==> src/rtl/iterative_shifter_pkg.sv <==
// Shared types for the iterative shift/rotate unit.
// Shift-type codes and FSM state encoding.
package iterative_shifter_pkg;

  localparam int DEF_WIDTH = 32;
  localparam int DEF_AMT_W = 5;

  typedef enum logic [1:0] {
    SH_LSL = 2'b00,
    SH_LSR = 2'b01,
    SH_ASR = 2'b10,
    SH_ROR = 2'b11
  } shift_e;

  typedef enum logic [1:0] {
    ST_IDLE  = 2'b00,
    ST_SHIFT = 2'b01,
    ST_DONE  = 2'b10
  } state_e;

endpackage

==> src/rtl/iterative_shifter_if.sv <==
// Request/response bundle between the control unit
// and the iterative shifter.
interface iterative_shifter_if #(
  parameter int WIDTH = 32,
  parameter int AMT_W = 5
);

  logic             start;
  logic [WIDTH-1:0] operand;
  logic [AMT_W-1:0] shift_amount;
  logic [1:0]       shift_type;
  logic             carry_in;
  logic [WIDTH-1:0] result;
  logic             carry_out;
  logic             busy;
  logic             done;

  modport master (
    output start, operand, shift_amount,
    output shift_type, carry_in,
    input  result, carry_out, busy, done
  );

  modport slave (
    input  start, operand, shift_amount,
    input  shift_type, carry_in,
    output result, carry_out, busy, done
  );

endinterface

==> src/rtl/iterative_shifter_shift_step.sv <==
// Single-position shift/rotate step: next value and
// the bit that falls out.
module shift_step
  import iterative_shifter_pkg::*;
#(
  parameter int WIDTH = 32
) (
  input  logic [WIDTH-1:0] value,
  input  shift_e           kind,
  output logic [WIDTH-1:0] next,
  output logic             bit_out
);

  always_comb begin
    next    = value;
    bit_out = 1'b0;
    unique case (kind)
      SH_LSL: begin
        next    = {value[WIDTH-2:0], 1'b0};
        bit_out = value[WIDTH-1];
      end
      SH_LSR: begin
        next    = {1'b0, value[WIDTH-1:1]};
        bit_out = value[0];
      end
      SH_ASR: begin
        next    = {value[WIDTH-1], value[WIDTH-1:1]};
        bit_out = value[0];
      end
      SH_ROR: begin
        next    = {value[0], value[WIDTH-1:1]};
        bit_out = value[0];
      end
      default: begin
        next    = value;
        bit_out = 1'b0;
      end
    endcase
  end

endmodule

==> src/rtl/iterative_shifter.sv <==
// One-bit-per-clock shift/rotate unit producing the
// ALU B operand; start/busy/done handshake.
module iterative_shifter
  import iterative_shifter_pkg::*;
#(
  parameter int WIDTH = DEF_WIDTH,
  parameter int AMT_W = DEF_AMT_W
) (
  input logic           clk,
  input logic           reset_n,
  iterative_shifter_if.slave bus
);

  state_e           state;
  shift_e           kind;
  logic [AMT_W-1:0] counter;
  logic [WIDTH-1:0] result;
  logic             carry_out;
  logic             busy;
  logic             done;

  logic [WIDTH-1:0] step_next;
  logic             step_out;

  shift_step #(
    .WIDTH (WIDTH)
  ) u_step (
    .value   (result),
    .kind    (kind),
    .next    (step_next),
    .bit_out (step_out)
  );

  // IDLE and DONE both accept a new request,
  // which gives back-to-back operation.
  always_ff @(posedge clk) begin
    if (!reset_n) begin
      state     <= ST_IDLE;
      kind      <= SH_LSL;
      counter   <= '0;
      result    <= '0;
      carry_out <= 1'b0;
      busy      <= 1'b0;
      done      <= 1'b0;
    end else begin
      unique case (state)
        ST_IDLE, ST_DONE: begin
          if (bus.start) begin
            result  <= bus.operand;
            kind    <= shift_e'(bus.shift_type);
            counter <= bus.shift_amount;
            if (bus.shift_amount == '0) begin
              carry_out <= bus.carry_in;
              state     <= ST_DONE;
              busy      <= 1'b0;
              done      <= 1'b1;
            end else begin
              state <= ST_SHIFT;
              busy  <= 1'b1;
              done  <= 1'b0;
            end
          end else begin
            state <= ST_IDLE;
            busy  <= 1'b0;
            done  <= 1'b0;
          end
        end
        ST_SHIFT: begin
          result    <= step_next;
          carry_out <= step_out;
          counter   <= counter - AMT_W'(1);
          if (counter == AMT_W'(1)) begin
            state <= ST_DONE;
            busy  <= 1'b0;
            done  <= 1'b1;
          end
        end
        default: begin
          state <= ST_IDLE;
          busy  <= 1'b0;
          done  <= 1'b0;
        end
      endcase
    end
  end

  assign bus.result    = result;
  assign bus.carry_out = carry_out;
  assign bus.busy      = busy;
  assign bus.done      = done;

endmodule

==> src/flat_wrapper.sv <==
// flat-port wrapper written by rule: the top's interface ports become plain ports
module iterative_shifter_flat import iterative_shifter_pkg::*;
#(
  parameter int WIDTH = DEF_WIDTH,
  parameter int AMT_W = DEF_AMT_W
)
  (clk, reset_n, bus_start, bus_operand, bus_shift_amount, bus_shift_type, bus_carry_in, bus_result, bus_carry_out, bus_busy, bus_done);
  iterative_shifter_if #(.WIDTH(WIDTH), .AMT_W(AMT_W)) bus_i ();
  input logic clk;
  input logic reset_n;
  input wire logic [$bits(bus_i.start)-1:0] bus_start;
  input wire logic [$bits(bus_i.operand)-1:0] bus_operand;
  input wire logic [$bits(bus_i.shift_amount)-1:0] bus_shift_amount;
  input wire logic [$bits(bus_i.shift_type)-1:0] bus_shift_type;
  input wire logic [$bits(bus_i.carry_in)-1:0] bus_carry_in;
  output wire logic [$bits(bus_i.result)-1:0] bus_result;
  output wire logic [$bits(bus_i.carry_out)-1:0] bus_carry_out;
  output wire logic [$bits(bus_i.busy)-1:0] bus_busy;
  output wire logic [$bits(bus_i.done)-1:0] bus_done;
  assign bus_i.start = bus_start;
  assign bus_i.operand = bus_operand;
  assign bus_i.shift_amount = bus_shift_amount;
  assign bus_i.shift_type = bus_shift_type;
  assign bus_i.carry_in = bus_carry_in;
  assign bus_result = bus_i.result;
  assign bus_carry_out = bus_i.carry_out;
  assign bus_busy = bus_i.busy;
  assign bus_done = bus_i.done;
  iterative_shifter #(.WIDTH(WIDTH), .AMT_W(AMT_W)) u_core (.clk(clk), .reset_n(reset_n), .bus(bus_i));
endmodule
==> config.mk <==
export PLATFORM = sky130hd
export DESIGN_NAME = iterative_shifter_flat
export DESIGN_NICKNAME = d
export VERILOG_FILES = /design/src/rtl/iterative_shifter_pkg.sv /design/src/rtl/iterative_shifter_if.sv /design/src/rtl/iterative_shifter_shift_step.sv /design/src/rtl/iterative_shifter.sv /design/src/flat_wrapper.sv
export SDC_FILE = /design/constraint.sdc
export NUM_CORES = 1
export LEC_CHECK = 0
export ABC_CLOCK_PERIOD_IN_PS = 1600
export CELL_PAD_IN_SITES_DETAIL_PLACEMENT = 1
export CELL_PAD_IN_SITES_GLOBAL_PLACEMENT = 2
export CORE_ASPECT_RATIO = 0.6
export CORE_UTILIZATION = 24
export DETAILED_ROUTE_END_ITERATION = 10
export GPL_TIMING_DRIVEN = 0
export PLACE_DENSITY = 0.77
export SLEW_MARGIN = 20
export SYNTH_ARGS = -nofsm -noshare
export SYNTH_HDL_FRONTEND = slang
export SYNTH_SLANG_ARGS = --single-unit
==> constraint.sdc <==
create_clock -name clk -period 1.6 [get_ports clk]
set_clock_uncertainty 0.1 [all_clocks]
set_input_delay 0.32 -clock clk [delete_from_list [all_inputs] [get_ports clk]]
set_output_delay 0.32 -clock clk [all_outputs]
set_load 0.01 [all_outputs]
### Word level (Yosys, flattened, before mapping)

Index checks and enable logic that the tools add are counted.

* add/sub/neg operators: 1
* multipliers: 0
* divide/modulo/power cells: 0
* magnitude comparators: 0
* equality and inequality tests: 10
* shifts and indexed selects: 0
* multiplexer cells: 21
* bitwise operators: 0
* reductions and logical operators: 10

Operators by type and width (number)
* case mux 32 bit (4 select lines): 1
* case mux 32 bit (2 select lines): 1
* 2-to-1 mux 32 bit: 1
* case mux 5 bit (2 select lines): 1
* 2-to-1 mux 1 bit: 8
* case mux 1 bit (2 select lines): 4
* equality test 2 bit (second input constant): 3
* 2-to-1 mux 2 bit: 3
* AND reduction 3 bit: 2
* equality test 5 x 1 -> 1 bit (second input constant): 1
* logical NOT 5 bit: 1
* 2-to-1 mux 5 bit: 1
* subtractor 5 x 1 -> 5 bit (second input constant): 1
* equality test 2 x 1 -> 1 bit (second input constant): 2
* logical NOT 2 bit: 2
* != test 2 x 1 -> 1 bit (second input constant): 2
* != test 2 bit (second input constant): 2
* case mux 2 bit (2 select lines): 1
* AND reduction 2 bit: 2
* OR reduction 3 bit: 1
* nonzero test 2 bit: 1
* OR reduction 2 bit: 1

* register bits after elaboration: 44
* latch bits: 0
* RAM bits: 0
* ROM bits: 0
* input bits: 43
* output and inout bits: 35
* logic and storage cells: 50
* memories: 0

### Logic depth before layout (Yosys ltp)

Gate-level depths: netlist of the first run.

* depth in word-level cells: 4
* depth in mapped cells: 6
* mapped depth without buffers: 6

### By module

Synthesis of the first run repeated with hierarchy kept, for this count alone.

* cell total of the unflattened synthesis: 283
* area total of the unflattened synthesis: 2447.3 µm²

Modules (own cells, without submodules)
* iterative_shifter: instances 1, cells an instance 244, area each 2019.4 µm², sequential area each 860.8 µm²
* shift_step: instances 1, cells an instance 39, area each 427.9 µm², sequential area each 0.0 µm²

### Least setup slack after synthesis of the first run

OpenSTA, ideal clock, no wires.

* path type: input to register
* start point: input port bus_shift_amount[3]
* end point: register u_core.busy (netlist: u_core.bus.busy)
* setup time: 0.115 ns
* arrival time: 1.168 ns
* required time: 1.385 ns
* slack: 0.217 ns
* cell stages on the path: 4
* buffers on the path: 0
* cell sequence: or4_4 > nor2_4 > o21ai_1 > and2_1

* longest elaborated chain between the ends: 4

RTL lines
* start, declared: line flat_wrapper.sv:13 `input wire logic [$bits(bus_i.shift_amount)-1:0] bus_shift_amount;`
* logical NOT 5 bit: line iterative_shifter.sv:52 `if (bus.shift_amount == '0) begin`
* 2-to-1 mux 1 bit: line iterative_shifter.sv:52
* 2-to-1 mux 1 bit: line iterative_shifter.sv:48 `if (bus.start) begin`
* case mux 1 bit (2 select lines): line iterative_shifter.sv:46 `unique case (state)`
* end signal, assigned: line iterative_shifter.sv:43 `busy <= 1'b0;`
* end signal, assigned: line iterative_shifter.sv:55 `busy <= 1'b0;`
* end signal, assigned: line iterative_shifter.sv:59 `busy <= 1'b1;`
* end, declared: line iterative_shifter.sv:19 `logic busy;`

Every way passes these cells.
A chain may end at the register's enable or synchronous reset.

### Final worst setup path of the first run

* start point: input port bus_shift_amount[3]
* end point: register u_core.carry_out (netlist: u_core.bus.carry_out)

* longest elaborated chain between the ends: 3

RTL lines
* logical NOT 5 bit: line iterative_shifter.sv:52
* != test 2 x 1 -> 1 bit (no line)
* AND reduction 3 bit (no line)
* end signal, assigned: line iterative_shifter.sv:53 `carry_out <= bus.carry_in;`
* end signal, assigned: line iterative_shifter.sv:70 `carry_out <= step_out;`
* end, declared: line iterative_shifter.sv:18 `logic carry_out;`

Every way passes these cells.

==> results of run 1 <==
area by class of cell:
type	count	area, um2
fill	1177	5970
multi-input combinational	272	1410
sequential	42	847
timing repair buffer	76	716
buffer	31	171
tap	130	163
clock buffer	6	139
inverter	3	11.3
placed cells by master, fill, tap and decap left out, types with 2 or more instances in the layout:
cell             synthesis  final
and3_1                  30     30
nor2_1                   4      4
nand2b_1                 4      4
dfxtp_2                  0      5
dfxtp_1                 42     37
a21boi_1                 5      5
o21ai_0                 32     32
ha_1                     2      2
buf_4                    2      4
clkdlybuf4s50_1          0     37
nor2b_1                  3      3
nor2_2                   2      2
a21oi_2                  2      2
nand3_1                 63     63
clkbuf_1                13     10
clkbuf_16                0      5
buf_6                    2      3
a21oi_1                  3      3
buf_2                   14     11
o21ai_1                  3      2
and2_1                   2      2
inv_1                    3      3
clkbuf_2                 0      3
dlygate4sd2_1            0     38
a221oi_1                 2      2
nand2_1                 98     98
state kept, by name, indices dropped and copies added (netlist names):
register	count
u_core.counter	5
u_core.kind	2
u_core.bus.done	1
u_core.bus.busy	1
u_core.bus.carry_out	1
u_core.bus.result	32
where the power goes:
part | switching [mW] | internal (mW)
Sequential | 0.143 | 1.17
Clock | 0.408 | 0.604
Combinational | 0.501 | 0.443
cell families (layout without fill, tap and decap cells):
kind of cell | Yosys count | in the layout | synth area share (%)
flops | 42 | 42 | 35.0
mux | 2 | 2 | 0.885
buf+inv | 34 | 116 | 6.98
fa+ha+maj | 2 | 2 | 1.04
simple gates | 213 | 213 | 42.0
compound gates | 55 | 55 | 14.1
path summary, 6_finish.rpt:
check | cells past startpoint | end
min reg2reg | 2 | u_core.counter[4]
min | 3 | u_core.counter[1]
max | 5 | u_core.bus.carry_out
max reg2reg | 6 | u_core.bus.result[1]
stage by stage:
| stage | worst slack [ns] | hold slack [ns] | cells | power, mW | area [um2] |
|---|---|---|---|---|---|
| floorplan | 0.217 | 0.355 | 348 | 1.83 | 2400 |
| global placement | -0.343 | 0.376 | 554 | 2.33 | 3330 |
| detailed placement | -0.412 | 0.394 | 554 | 2.35 | 3330 |
| CTS | 0.0224 | 0.341 | 560 | 3.30 | 3440 |
| global route | 0.0110 | 0.339 | 560 | 3.48 | 3450 |
| finish | 0.0861 | 0.302 | 560 | 3.27 | 3450 |
worst max-delay path: stages:
cell             delay, ns
clkdlybuf4s50_1       0.45
or4_4                 0.45
nor2_4                0.15
a21o_2                0.15
o221ai_2              0.07
routing by layer:
layer	vias to the layer above	global-route usage [%]	share of wire (%)
met5	-	0	0
met4	0	3.18	0.65
met3	8	3.87	5.3
met2	69	26.5	40
met1	1291	26.7	54
li1	1357	-	-
repair_timing:
item	in CTS	in global routing
endpoints found under the setup margin	76	10
gates cloned	0	0
resized for setup	49	5
pin swaps	3	2
==> metrics.txt, run 1 <==
CTS H-tree depth 2; FF-to-FF Start u_core.bus.busy; Max transition margin between 60% and 70%; Netlist cell types 38; CP Launch Type input port; Worst VDD drop 0.000380 V; synth-to-layout area growth 43.7%; WL per Instance about 16 um; CP startpoint bus_shift_amount[3]; Leakage between 1.5 and 2 nW; clk slew on worst S/H paths 0.06 ns; most frequent cells after synthesis 98 x nand2_1, 63 x nand3_1, 42 x dfxtp_1, 32 x o21ai_0, 30 x and3_1; flops & latches, synth 42; slew at the pin with the worst max-slew slack 0.459 ns; vias in the first global route roughly 2800; Post-Syn Area about 2400 um2; port buffer count 76; Die Y about 79 um; number of max-cap violations 0; Routed Antenna Nets 0; setup slack, reg-to-reg approximately 0.16 ns; Setup TNS Final 0 ns; clock latency on the worst-skew pair 0.28 ns; vias per cell 4.87; sequential share of the synthesized area around a third; Max Buffers Root-to-Sink 2; wirelength, routed roughly 9000 um; initial antenna violation count 0; Gate Count Post-Synth around 350; postcts setup bufs 0; die area ~10000 um2; Worst setup EP type register; ys flop type dfxtp_1; HPWL after DPL roughly 6800 um; crit path kind input port to register; Hold Path Class input port to register; Initial Util approximately 25%; Post-synth EDFFs 0; core area between 9000 and 10000 um2; largest net degree at the start of global routing 12; CTS tree yes; Final Hold Vio Count 0; Critical Path AT roughly 1.6 ns; Synth area leaders dfxtp_1 35%, nand2_1 15%, nand3_1 13%; status completed; Worst Hold Launch bus_shift_amount[1]; fraction of layout cells with a size suffix above 1 between 10% and 20%; Post-layout nets around 480; number of antenna diodes 0; most frequent cell after synthesis nand2_1; Final GP Congestion roughly 0.76; Util after Layout between 30% and 40%; Async SR Flop Fraction 0%; cts hold-fix bufs 0; GRT Residual Overflow 0; unrepaired setup endpoints after global routing false; Synth top area share about a third; First DRT Iteration DRCs approximately 150; syn nets 393; Die X 131 um; num rows 27; Max Clock Freq roughly 0.66 GHz; Pwr Density 947 nW/um2; 1st-pass router iterations 4; Final Setup Violations 0; fin crit share a little over nine tenths; first-pass GRT wire length roughly 15000 um; CTS root buffer clkbuf_16; CTS Buf Count 5; Ys Warns 0; drt drc 0; io pins 78; CTS sink cnt 42; fin. max-slew vios 0; GRT Util Overall a little under a fifth; CP required 1.66 ns; critical path peak fanout 3; vias after detailed routing ~2700; Tmin final 1.51 ns; Synth Area per Inst ~7 um2; Yosys top cell by area dfxtp_1
No activity file was read; power rests on OpenSTA's default activity.
==> run 2, diff against run 1 <==
--- a/config.mk
+++ b/config.mk
@@ -13,7 +13,6 @@
 export DETAILED_ROUTE_END_ITERATION = 10
 export GPL_TIMING_DRIVEN = 0
 export PLACE_DENSITY = 0.77
-export SLEW_MARGIN = 20
 export SYNTH_ARGS = -nofsm -noshare
 export SYNTH_HDL_FRONTEND = slang
 export SYNTH_SLANG_ARGS = --single-unit
==> results of run 2 <==
Same layout as run 1: the final DEF is identical, and so are final timing and power.
